$ cat config.mk
export PLATFORM = sky130hd
export DESIGN_NAME = fetch_unit_flat
export DESIGN_NICKNAME = d
export VERILOG_FILES = /design/src/rtl/fetch_unit_if.sv /design/src/rtl/fetch_unit.sv /design/src/flat_wrapper.sv
export SDC_FILE = /design/constraint.sdc
export NUM_CORES = 1
export LEC_CHECK = 0
export CAP_MARGIN = 15
export CELL_PAD_IN_SITES_DETAIL_PLACEMENT = 0
export CELL_PAD_IN_SITES_GLOBAL_PLACEMENT = 1
export CORE_AREA = 4 4 155 157
export CTS_BUF_LIST = sky130_fd_sc_hd__clkbuf_4 sky130_fd_sc_hd__clkbuf_8 sky130_fd_sc_hd__clkbuf_16
export DETAILED_ROUTE_END_ITERATION = 16
export DIE_AREA = 0 0 159 161
export HOLD_SLACK_MARGIN = 0.08
export PLACE_DENSITY = 0.9
export SKIP_CTS_REPAIR_TIMING = 1
export SYNTH_ARGS = -nofsm -noshare
export SYNTH_HDL_FRONTEND = slang
export SYNTH_SLANG_ARGS = --single-unit
$ cat constraint.sdc
create_clock -name clk -period 4 [get_ports clk]
set_clock_uncertainty 0.2 [all_clocks]
set_input_delay 0.6 -clock clk [delete_from_list [all_inputs] [get_ports clk]]
set_output_delay 0.6 -clock clk [all_outputs]
set_load 0.01 [all_outputs]
$ cat src/rtl/fetch_unit_if.sv
// rtl/fetch_unit_if.sv - fetch unit bus bundle: instruction-memory request/ack and decode-side instruction stream
//
// Signals:
//   redirect/target        : taken branch/jump and its next-PC address
//   imem_req/imem_addr     : registered fetch request to instruction memory
//   imem_ack/imem_data     : one-cycle completion pulse with the fetched word
//   instr/instr_pc         : instruction and its address at the buffer head
//   instr_valid/instr_ready: decode handshake on the buffer head
// Modports: master = fetch unit side, slave = memory/decode/branch side.
interface fetch_unit_if;
  logic        redirect;
  logic [31:0] target;
  logic        imem_req;
  logic [31:0] imem_addr;
  logic        imem_ack;
  logic [31:0] imem_data;
  logic [31:0] instr;
  logic [31:0] instr_pc;
  logic        instr_valid;
  logic        instr_ready;

  modport master (
    input  redirect, target, imem_ack, imem_data, instr_ready,
    output imem_req, imem_addr, instr, instr_pc, instr_valid
  );

  modport slave (
    output redirect, target, imem_ack, imem_data, instr_ready,
    input  imem_req, imem_addr, instr, instr_pc, instr_valid
  );
endinterface

$ cat src/rtl/fetch_unit.sv
// rtl/fetch_unit.sv - instruction fetch unit with one outstanding request and a 2-entry {pc, instr} buffer
//
// Ports:
//   clk   : clock, all state updates on the rising edge
//   rst_n : asynchronous active-low reset
//   bus   : fetch_unit_if.master (redirect/target in, imem request out,
//           imem ack/data in, instruction stream out with valid/ready)
// Parameter RESET_PC is the first fetch address after reset.
module fetch_unit #(
  parameter logic [31:0] RESET_PC = 32'h0000_0000
) (
  input  logic          clk,
  input  logic          rst_n,
  fetch_unit_if.master  bus
);

  // FETCH: request outstanding (or about to be issued right after reset)
  // HOLD : no request, buffer full
  // DROP : request outstanding whose data is discarded because of a redirect
  typedef enum logic [1:0] {FETCH, HOLD, DROP} state_e;

  state_e      state_q, state_d;
  logic        req_q, req_d;
  logic [31:0] addr_q, addr_d;
  logic [31:0] pc_q, pc_d;
  logic [1:0]  count_q, count_d;
  logic        rd_ptr_q, rd_ptr_d;
  logic        wr_ptr_q, wr_ptr_d;
  logic [31:0] pc_mem_q [2];
  logic [31:0] pc_mem_d [2];
  logic [31:0] instr_mem_q [2];
  logic [31:0] instr_mem_d [2];

  logic ack_v;
  logic push;
  logic pop;

  always_comb begin
    state_d     = state_q;
    req_d       = req_q;
    addr_d      = addr_q;
    pc_d        = pc_q;
    rd_ptr_d    = rd_ptr_q;
    wr_ptr_d    = wr_ptr_q;
    pc_mem_d    = pc_mem_q;
    instr_mem_d = instr_mem_q;

    // An ack only counts against a request we actually have outstanding.
    ack_v = bus.imem_ack & req_q;
    pop   = (count_q != 2'd0) & bus.instr_ready & ~bus.redirect;
    push  = ack_v & (state_q == FETCH) & ~bus.redirect;

    if (push) begin
      pc_mem_d[wr_ptr_q]    = addr_q;
      instr_mem_d[wr_ptr_q] = bus.imem_data;
      wr_ptr_d              = ~wr_ptr_q;
      pc_d                  = addr_q + 32'd4;
    end
    if (pop) begin
      rd_ptr_d = ~rd_ptr_q;
    end
    count_d = count_q + {1'b0, push} - {1'b0, pop};

    if (bus.redirect) begin
      count_d  = 2'd0;
      rd_ptr_d = 1'b0;
      wr_ptr_d = 1'b0;
      pc_d     = {bus.target[31:2], 2'b00};
    end

    if (req_q && !ack_v) begin
      // Request still in flight: request/address must stay stable. A redirect
      // now means its data must be thrown away when it eventually returns.
      if (bus.redirect) begin
        state_d = DROP;
      end
    end else if (count_d != 2'd2) begin
      // Nothing in flight after this edge and room for the result: issue.
      req_d   = 1'b1;
      addr_d  = pc_d;
      state_d = FETCH;
    end else begin
      req_d   = 1'b0;
      state_d = HOLD;
    end
  end

  always_ff @(posedge clk or negedge rst_n) begin
    if (!rst_n) begin
      state_q     <= FETCH;
      req_q       <= 1'b0;
      addr_q      <= RESET_PC;
      pc_q        <= RESET_PC;
      count_q     <= 2'd0;
      rd_ptr_q    <= 1'b0;
      wr_ptr_q    <= 1'b0;
      pc_mem_q    <= '{default: 32'h0};
      instr_mem_q <= '{default: 32'h0};
    end else begin
      state_q     <= state_d;
      req_q       <= req_d;
      addr_q      <= addr_d;
      pc_q        <= pc_d;
      count_q     <= count_d;
      rd_ptr_q    <= rd_ptr_d;
      wr_ptr_q    <= wr_ptr_d;
      pc_mem_q    <= pc_mem_d;
      instr_mem_q <= instr_mem_d;
    end
  end

  assign bus.imem_req    = req_q;
  assign bus.imem_addr   = addr_q;
  assign bus.instr       = instr_mem_q[rd_ptr_q];
  assign bus.instr_pc    = pc_mem_q[rd_ptr_q];
  assign bus.instr_valid = (count_q != 2'd0);

endmodule

$ cat src/flat_wrapper.sv
// flat-port wrapper written by rule: the top's interface ports become plain ports
module fetch_unit_flat 
#(
  parameter logic [31:0] RESET_PC = 32'h0000_0000
)
  (clk, rst_n, bus_redirect, bus_target, bus_imem_ack, bus_imem_data, bus_instr_ready, bus_imem_req, bus_imem_addr, bus_instr, bus_instr_pc, bus_instr_valid);
  fetch_unit_if bus_i ();
  input  logic clk;
  input  logic rst_n;
  input wire logic [$bits(bus_i.redirect)-1:0] bus_redirect;
  input wire logic [$bits(bus_i.target)-1:0] bus_target;
  input wire logic [$bits(bus_i.imem_ack)-1:0] bus_imem_ack;
  input wire logic [$bits(bus_i.imem_data)-1:0] bus_imem_data;
  input wire logic [$bits(bus_i.instr_ready)-1:0] bus_instr_ready;
  output wire logic [$bits(bus_i.imem_req)-1:0] bus_imem_req;
  output wire logic [$bits(bus_i.imem_addr)-1:0] bus_imem_addr;
  output wire logic [$bits(bus_i.instr)-1:0] bus_instr;
  output wire logic [$bits(bus_i.instr_pc)-1:0] bus_instr_pc;
  output wire logic [$bits(bus_i.instr_valid)-1:0] bus_instr_valid;
  assign bus_i.redirect = bus_redirect;
  assign bus_i.target = bus_target;
  assign bus_i.imem_ack = bus_imem_ack;
  assign bus_i.imem_data = bus_imem_data;
  assign bus_i.instr_ready = bus_instr_ready;
  assign bus_imem_req = bus_i.imem_req;
  assign bus_imem_addr = bus_i.imem_addr;
  assign bus_instr = bus_i.instr;
  assign bus_instr_pc = bus_i.instr_pc;
  assign bus_instr_valid = bus_i.instr_valid;
  fetch_unit #(.RESET_PC(RESET_PC)) u_core (.clk(clk), .rst_n(rst_n), .bus(bus_i));
endmodule
**Word level (Yosys, flattened, before mapping)**

Cells that the tools add are included.

- Reductions and logical operators: 8
- Multiplexer cells: 21
- Equality and inequality tests: 2
- Order comparisons: 3
- Bitwise operators: 11
- Add/sub/neg operators: 3

Operators with widths:

| kind | number |
|---|---|
| 2-to-1 mux 32 bit | 9 |
| bitwise mux 64 bit | 2 |
| adder 32 x 3 -> 32 bit (second input constant) | 1 |
| demux 32 bit (select 1 bit) | 1 |
| 2-to-1 mux 1 bit | 6 |
| 2-to-1 mux 2 bit | 3 |
| nonzero test 2 bit | 3 |
| AND 1 bit | 5 |
| greater-or-equal comparator 2 bit (second input constant) | 2 |
| inequality test 2 bit (second input constant) | 2 |
| NOT 1 bit | 4 |
| NOT 1 -> 2 bit | 2 |
| adder 2 x 1 -> 2 bit | 1 |
| logical AND 1 bit | 2 |
| zero test 2 bit | 1 |
| < comparator 2 x 1 -> 1 bit (second input constant) | 1 |
| AND reduction 2 bit | 1 |
| subtractor 2 x 1 -> 2 bit | 1 |
| zero test 1 bit | 1 |

- Input port bits: 69
- Register bits after elaboration: 199

**Longest topological paths before layout**

Gate-level depths: netlist of run 1.

- Depth in word-level cells: 9
- Depth in mapped cells: 12

**Worst setup path after synthesis of run 1**

OpenSTA, ideal clock, no wires.

- Kind: in2reg
- Start: input port bus_imem_ack
- End: register u_core.addr_q[25] (netlist: u_core.bus.imem_addr[25])
- Stages: 12
- Slack: 0.580 ns
- Setup time: 0.080 ns
- Data arrival time: 3.141 ns
- Data required time: 3.720 ns
- Path through: and4bb_2 nand2_1 clkinv_1 clkbuf_1 clkbuf_1 ha_1 xnor3_1 o31a_1 clkbuf_1 clkbuf_1 o21ai_0 a2bb2oi_1

- Longest elaborated chain between the ends: 8
- Elaborated cells on any way between the ends: 13
- Classes of those cells: add/sub: 2; eq/ne: 1; mux: 3; bitwise: 4; reduce/logical: 3

Ends and longest elaborated chain:

| element | RTL line | text |
|---|---|---|
| from (decl) | flat_wrapper.sv:12 | `input wire logic [$bits(bus_i.imem_ack)-1:0] bus_imem_ack;` |
| AND 1 bit * | fetch_unit.sv:49 | `ack_v = bus.imem_ack & req_q;` |
| AND 1 bit (2 in series) | fetch_unit.sv:51 | `push = ack_v & (state_q == FETCH) & ~bus.redirect;` |
| adder 2 x 1 -> 2 bit | fetch_unit.sv:62 | `count_d = count_q + {1'b0, push} - {1'b0, pop};` |
| subtractor 2 x 1 -> 2 bit | fetch_unit.sv:62 |  |
| 2-to-1 mux 2 bit | fetch_unit.sv:64 | `if (bus.redirect) begin` |
| inequality test 2 bit | fetch_unit.sv:77 | `end else if (count_d != 2'd2) begin` |
| AND reduction 2 bit (no line) | - |  |
| to (signal assigned) | fetch_unit.sv:102 | `addr_q <= addr_d;` |
| to (decl) | fetch_unit.sv:24 | `logic [31:0] addr_q, addr_d;` |

Mark *: on every way between the ends. The rest lies on a longest branch, timed or not.
A chain may end at the register's enable or synchronous reset.

**Final worst setup path of run 1**

- Start: register u_core.rd_ptr_q
- End: output port bus_instr_pc[27]

- Longest elaborated chain between the ends: 4

Ends and longest elaborated chain:

| element | RTL line | text |
|---|---|---|
| from (decl) | fetch_unit.sv:27 | `logic rd_ptr_q, rd_ptr_d;` |
| from (signal assigned) | fetch_unit.sv:105 | `rd_ptr_q <= rd_ptr_d;` |
| NOT 1 -> 2 bit (not written as such) | fetch_unit.sv:115 | `assign bus.instr_pc = pc_mem_q[rd_ptr_q];` |
| 2-to-1 mux 32 bit (not written as such) (3 in series) | fetch_unit.sv:115 |  |
| to (decl) | flat_wrapper.sv:18 | `output wire logic [$bits(bus_i.instr_pc)-1:0] bus_instr_pc;` |

Every way passes these cells. The select of a mux whose other input is x is not followed.

==> results.sh, run 1 <==
export IMPL_core_area_um2=22500
export IMPL_timing_max_cap_violations=0
export IMPL_post_synth_cell_area_avg_um2=12.1
export IMPL_worst_vdd_rail_ir_drop_v=0.000383
export IMPL_total_power_uw=7490
export IMPL_switching_power_uw=2210
export IMPL_number_of_enable_type_register_cells_in_the_synthesized_netlist=0
export IMPL_ys_types=59
export IMPL_asyncSetResetFlopFracSynth_pct=100
export IMPL_internal_power_uw=5280
export IMPL_tritoncts_clock_tree="done"
export IMPL_insertion_delay_ps=420
export IMPL_outcome="finished, final reports clean"
export IMPL_synthesis_yosys_warnings=0
export IMPL_cts_root_buffer_cell="clkbuf_16"
export IMPL_antenna_left=0
export IMPL_fmax_mhz=318
export IMPL_h_tree_lvls=4
export IMPL_timing_final_setup_violations=0
export IMPL_drt_drc_violations_left=0
export IMPL_nets=999
export IMPL_seq_area_frac_synth_pct=53.0
export IMPL_share_comb_of_total_power_pct=35.2
export IMPL_fin_hold_ws_ps=190
export IMPL_postSynthRegisterBits=199
export IMPL_synth_fp_nets=851
export IMPL_power_per_cell_area_nw_per_um2=627
export IMPL_drive_above_1_share_pct=28.1
export IMPL_num_rows=55
export IMPL_synthFlopType="dfrtp_1"
export IMPL_compound_gate_portion_of_the_synthesized_area_pct=8.54
export IMPL_grt_setup_unrepaired="false"
export IMPL_timing_final_hold_violations=0
export IMPL_crit_path_end_kind="output port"
export IMPL_synth_simple_gate_area_share_pct=8.49
export IMPL_synth_fa_ha_area_share_pct=0.400
export IMPL_cts_clk_slew_worst_paths_ps=60
export IMPL_crit_type="flop to output port"
export IMPL_diodes=0
export IMPL_dpl_hpwl_um=14800
export IMPL_dieHeight_um=161
export IMPL_drt_vias_per_instance=5.39
export IMPL_count_of_filler_cells_inserted_in_the_layout=1909
export IMPL_wl_per_cell_um=18.0
export IMPL_track_usage_pct=17.5
export IMPL_areaGrowthSynthToFinish_pct=27.1
export IMPL_layout_cells_most_common="mux2_2"
export IMPL_grt_pass1_wl_um=36500
export IMPL_post_synth_inst_count=779
export IMPL_numClockSinks=199
export IMPL_synthesis_area_um2=9390
export IMPL_critPathMaxStageDelay_ps=700
export IMPL_detail_route_iter0_violations=356
export IMPL_routed_via_count=6597
export IMPL_fin_tns_setup_ps=0
export IMPL_first_global_vias=6872
export IMPL_muxShareOfSynthArea_pct=24.3
export IMPL_place_inst=1192
export IMPL_timing_max_slew_rel_slack_pct=54.4
export IMPL_clock_power_share_pct=21.5
export IMPL_largest_net_degree_at_the_start_of_global_routing=79
export IMPL_critical_path_peak_fanout=39
export IMPL_design_portCount=167
export IMPL_critPathRequiredTime_ps=3200
export IMPL_grt_remaining_overflow=0
export IMPL_finalWirelength_um=22100
export IMPL_detailedRoute_firstPassIterationCount=4
export IMPL_cp_cell_sequence="buf_12, mux2_2, clkdlybuf4s50_1"
export IMPL_synthXorXnorAreaFrac_pct=2.38
export IMPL_hold_path_class="input port to flop"
export IMPL_slew_violations=0
export IMPL_seq_power_share_pct=43.3
export IMPL_die_w_um=159
export IMPL_final_cell_count_no_fill=1224
export IMPL_most_common_layout_cells="mux2_2, dfrtp_1, clkdlybuf4s50_1, nand2_1, o21ai_0"
export IMPL_timing_critical_path_slowest_stage_cell="dfrtp_4"
export IMPL_synth_top_family_by_area="multiplexers"
export IMPL_arrival_ps=2340
export IMPL_finalWeightedCongestion=0.775
export IMPL_antenna_found_initial=0
export IMPL_cts_max_path_bufs=2
export IMPL_power_leakage_uw=0.00497
export IMPL_port_buffer_count=164
export IMPL_start_util_pct=41.7
export IMPL_p_sw_share_pct=29.5
export IMPL_clock_buffer_count_from_cts=17
export IMPL_finalCriticalPeriod_ps=3140
export IMPL_period_utilisation_layout_pct=78.6
export IMPL_design_die_area_um2=25600
export IMPL_tightest_slew_ps=684
export IMPL_setup_crit_start_kind="flop"
cell usage after synthesis (4+ instances only):
master     count  area, um2
mux2_2       200       2250
dfrtp_1      199       4980
nand2_1       55        206
o21ai_0       42        210
clkbuf_1      34        128
a21oi_1       31        155
nor2_1        31        116
buf_2         20        100
nand3_1       16       80.1
xnor2_1       13        114
and3_1        12       75.1
xor2_1        10       87.6
a31oi_1        8       50.1
inv_1          7       26.3
or3_1          7       43.8
a21o_1         6       45.0
nand4_1        6       37.5
nor3_1         6       30.0
a2bb2oi_1      5       43.8
and4_1         5       43.8
o2bb2ai_1      5       43.8
o311ai_0       4       35.0
cells by family after synthesis:
family,count (synthesis)
DFF,199
and+or+nand+nor,158
xor gates and xnor gates,24
muxes,203
adders and majority gates,3
buffers and inverters,65
AOI/OAI and AO/OA,127
cell type report:
cell class              count  area (um2)  share of cell area (%)
repair buffers            185        1850                    15.5
clock buffers              25         510                    4.27
flip-flops and latches    199        4980                    41.7
well taps                 285         357                    2.99
clock inverters             6        42.5                   0.356
inverters                   9        33.8                   0.283
multi-input cells         515        4160                    34.9
sequential cells by signal, indices dropped and copies added, names as in the netlist:
name,cells
u_core.pc_mem_q,64
u_core.wr_ptr_q,1
u_core.rd_ptr_q,1
u_core.pc_q,32
u_core.state_q,2
u_core.bus.imem_addr,32
u_core.bus.imem_req,1
u_core.count_q,2
u_core.instr_mem_q,64
worst paths after layout:
path / slack, ps / end / startpoint / cells after the start
worst max-delay path: 860 / bus_instr_pc[27] / u_core.rd_ptr_q / 3
worst min-delay path: 190 / u_core.rd_ptr_q / bus_redirect / 2
worst max register to register: 870 / u_core.bus.imem_addr[4] / u_core.count_q[1] / 10
worst min register to register: 300 / u_core.pc_mem_q[0] / u_core.pc_mem_q[0] / 1
max in group asynchronous: 1970 / u_core.pc_mem_q[61] / rst_n / 3
min in group asynchronous: 560 / u_core.pc_mem_q[50] / rst_n / 2
routing by layer:
| metal | GRT usage [%] | routed length [um] | vias to the layer above |
|---|---|---|---|
| met1 | 23.3 | 10300 | 3339 |
| met3 | 3.75 | 854 | 16 |
| li1 | - | - | 3091 |
| met2 | 29.2 | 10600 | 151 |
| met4 | 4.65 | 264 | 0 |
| met5 | 0 | 0 | - |
worst max-delay path: cells and delay by family, from the launching register on:
| kind | cells | cell delay, ps |
|---|---|---|
| buffers and inverters | 2 | 830 |
| DFF | 1 | 700 |
| muxes | 1 | 360 |
power groups by stage:
| stage | sequential [uW] | clock (uW) | combinational (uW) |
|---|---|---|---|
| after floorplan | 3090 | 0 | 1550 |
| after global placement | 3240 | 0 | 2620 |
| after detailed placement | 3280 | 0 | 2660 |
| after CTS | 3250 | 1660 | 2670 |
| after global routing | 3350 | 1740 | 2860 |
| final | 3240 | 1610 | 2630 |
through the flow:
| step | util [%] | area, um2 | setup WS [ps] |
|---|---|---|---|
| after floorplan | - | 9390 | 580 |
| after global placement | 50.6 | 11400 | 495 |
| after detailed placement | 50.6 | 11400 | 449 |
| after CTS | 53.0 | 11900 | 819 |
| after global routing | 53.1 | 11900 | 675 |
| final | 53.1 | 11900 | 857 |
Note: power is estimated with default switching activity, not from simulation.
==> run 2, diff against run 1 <==
==> constraint.sdc (replaced) <==
create_clock -name clk -period 3 [get_ports clk]
set_clock_uncertainty 0.2 [all_clocks]
set_input_delay 0.45 -clock clk [delete_from_list [all_inputs] [get_ports clk]]
set_output_delay 0.45 -clock clk [all_outputs]
set_load 0.01 [all_outputs]
==> run 2 against run 1 <==
Net effect: die area unchanged; critical path depth unchanged; via count increased by 0.80%; setup slack got worse by 750 ps; non-clock buffer count increased by 10; hold slack improved by 110 ps; design area increased by 1.2%; clock power increased by 40%.
==> results.sh, run 2 (synthesis gave the netlist of run 1 again) <==
export IMPL_slew_violations=0
export IMPL_antenna_left=0
export IMPL_detailedRoute_firstPassIterationCount=6
export IMPL_critPathRequiredTime_ps=2350
export IMPL_share_comb_of_total_power_pct=35.5
export IMPL_finalCriticalPeriod_ps=2890
export IMPL_setup_crit_start_kind="flop"
export IMPL_timing_final_setup_violations=0
export IMPL_areaGrowthSynthToFinish_pct=28.7
export IMPL_critical_path_buf_inv_count=2
export IMPL_tightest_slew_ps=580
export IMPL_clock_buffer_count_from_cts=17
export IMPL_seq_power_share_pct=42.2
export IMPL_arrival_ps=2240
export IMPL_antenna_found_initial=1
export IMPL_cts_max_path_bufs=2
export IMPL_timing_max_cap_violations=0
export IMPL_grt_pass1_wl_um=37800
export IMPL_wp_depth=3
export IMPL_count_of_filler_cells_inserted_in_the_layout=1953
export IMPL_most_common_layout_cells="mux2_2, dfrtp_1, clkdlybuf4s50_1, nand2_1, o21ai_0"
export IMPL_first_global_vias=7034
export IMPL_internal_power_uw=7120
export IMPL_whs_path_depth=1
export IMPL_worst_path_dominant_cell_family="buffers and inverters"
export IMPL_power_leakage_uw=0.00505
export IMPL_pre_cts_ws_ps=-44.6
export IMPL_core_area_um2=22500
export IMPL_critPathMaxStageDelay_ps=710
export IMPL_crit_path_end_kind="output port"
export IMPL_power_per_cell_area_nw_per_um2=841
export IMPL_finalWirelength_um=22500
export IMPL_period_utilisation_layout_pct=96.3
export IMPL_port_buffer_count=164
export IMPL_reg_top3="u_core.instr_mem_q x64, u_core.pc_mem_q x64"
export IMPL_nets=1009
export IMPL_wl_per_cell_um=18.2
export IMPL_cp_cell_sequence="buf_4, mux2_2, clkdlybuf4s50_1"
export IMPL_cts_clk_slew_worst_paths_ps=70
export IMPL_finalWeightedCongestion=0.770
export IMPL_crit_type="flop to output port"
export IMPL_die_w_um=159
export IMPL_drt_drc_violations_left=0
export IMPL_regToRegStartpoint="u_core.count_q[1]"
export IMPL_critical_path_peak_fanout=24
export IMPL_fin_hold_ws_ps=304
export IMPL_numClockSinks=199
export IMPL_hold_path_startpoint="u_core.pc_mem_q[4]"
export IMPL_drt_vias_per_instance=5.38
export IMPL_fmax_mhz=346
export IMPL_tritoncts_clock_tree="done"
export IMPL_num_rows=55
export IMPL_switching_power_uw=3050
export IMPL_dpl_hpwl_um=15000
export IMPL_post_route_worst_setup_slack_ps=112
export IMPL_largest_net_degree_at_the_start_of_global_routing=76
export IMPL_clock_power_share_pct=22.3
export IMPL_grt_setup_unrepaired="false"
export IMPL_hold_path_class="flop to flop"
export IMPL_design_portCount=167
export IMPL_track_usage_pct=18.1
export IMPL_layout_cells_most_common="mux2_2"
export IMPL_drive_above_1_share_pct=28.9
export IMPL_routed_via_count=6650
export IMPL_timing_critical_path_slowest_stage_cell="dfrtp_4"
export IMPL_insertion_delay_ps=440
export IMPL_outcome="finished, final reports clean"
export IMPL_crit_path_start="u_core.rd_ptr_q"
export IMPL_rr_worst_depth=10
export IMPL_cts_root_buffer_cell="clkbuf_16"
export IMPL_timing_max_slew_rel_slack_pct=61.3
export IMPL_start_util_pct=41.7
export IMPL_p_sw_share_pct=30.0
export IMPL_diodes=0
export IMPL_dieHeight_um=161
export IMPL_h_tree_lvls=4
export IMPL_worst_vdd_rail_ir_drop_v=0.000422
export IMPL_timing_final_hold_violations=0
export IMPL_design_die_area_um2=25600
export IMPL_grt_remaining_overflow=0
export IMPL_detail_route_iter0_violations=421
[run 2: cell count changes in the layout (fill, tap and decap cells not counted), sizes merged]
cell         before  now
buf              21   30
clkbuf           26   21
inv               9   13
clkinv            4    7
clkinvlp          2    0
bufinv            0    1
dlygate4sd3       1    2
[run 2: final cells by class]
type	instances	area, um2	area share (%)
sequential	199	4980	41.2
clock inverter	12	115	0.952
timing repair buffer	195	1970	16.3
multi-input combinational	515	4160	34.4
tap	285	357	2.95
clock buffer	20	467	3.86
inverter	9	35.0	0.290
[run 2: power by group through the flow]
stage	clock, uW	combinational (uW)	sequential, uW
3_3_place_gp	0	3570	4280
5_1_grt	2450	3910	4430
4_1_cts	2340	3660	4290
2_1_floorplan	0	2080	4120
3_5_place_dp	0	3640	4350
6_report	2260	3610	4290
[run 2: routing by layer]
layer	global-route usage (%)	part of all wire [%]	vias up
met4	4.58	0.74	2
met2	29.8	48	178
met1	24.3	46	3343
li1	-	-	3115
met3	4.21	5.3	12
met5	0	0.058	-
[run 2: final timing paths]
check	slack, ps	end
min in group asynchronous	320	u_core.pc_mem_q[48]
max in group asynchronous	1500	u_core.pc_mem_q[57]
worst max-delay path	110	bus_instr[25]
worst min register to register	300	u_core.pc_mem_q[4]
worst min-delay path	300	u_core.pc_mem_q[4]
worst max register to register	190	u_core.bus.imem_addr[29]
[run 2: per-stage QoR]
step / cells / setup TNS (ps) / area (um2) / total power (uW) / utilization (%)
3_5_place_dp: 1201 / -252 / 11500 / 7980 / 51.0
6_report: 1235 / 0 / 12100 / 10200 / 53.7
3_3_place_gp: 1201 / -9.73 / 11500 / 7860 / 51.0
5_1_grt: 1235 / 0 / 12100 / 10800 / 53.7
4_1_cts: 1233 / 0 / 12100 / 10300 / 53.6
2_1_floorplan: 779 / 0 / 9410 / 6200 / -
==> run 3, diff against run 2 <==
--- a/config.mk
+++ b/config.mk
@@ -15,6 +15,7 @@
 export HOLD_SLACK_MARGIN = 0.08
 export PLACE_DENSITY = 0.9
 export SKIP_CTS_REPAIR_TIMING = 1
+export SLEW_MARGIN = 20
 export SYNTH_ARGS = -nofsm -noshare
 export SYNTH_HDL_FRONTEND = slang
 export SYNTH_SLANG_ARGS = --single-unit
==> results of run 3 <==
Same layout as run 2: the final DEF is identical, and so are final timing and power.
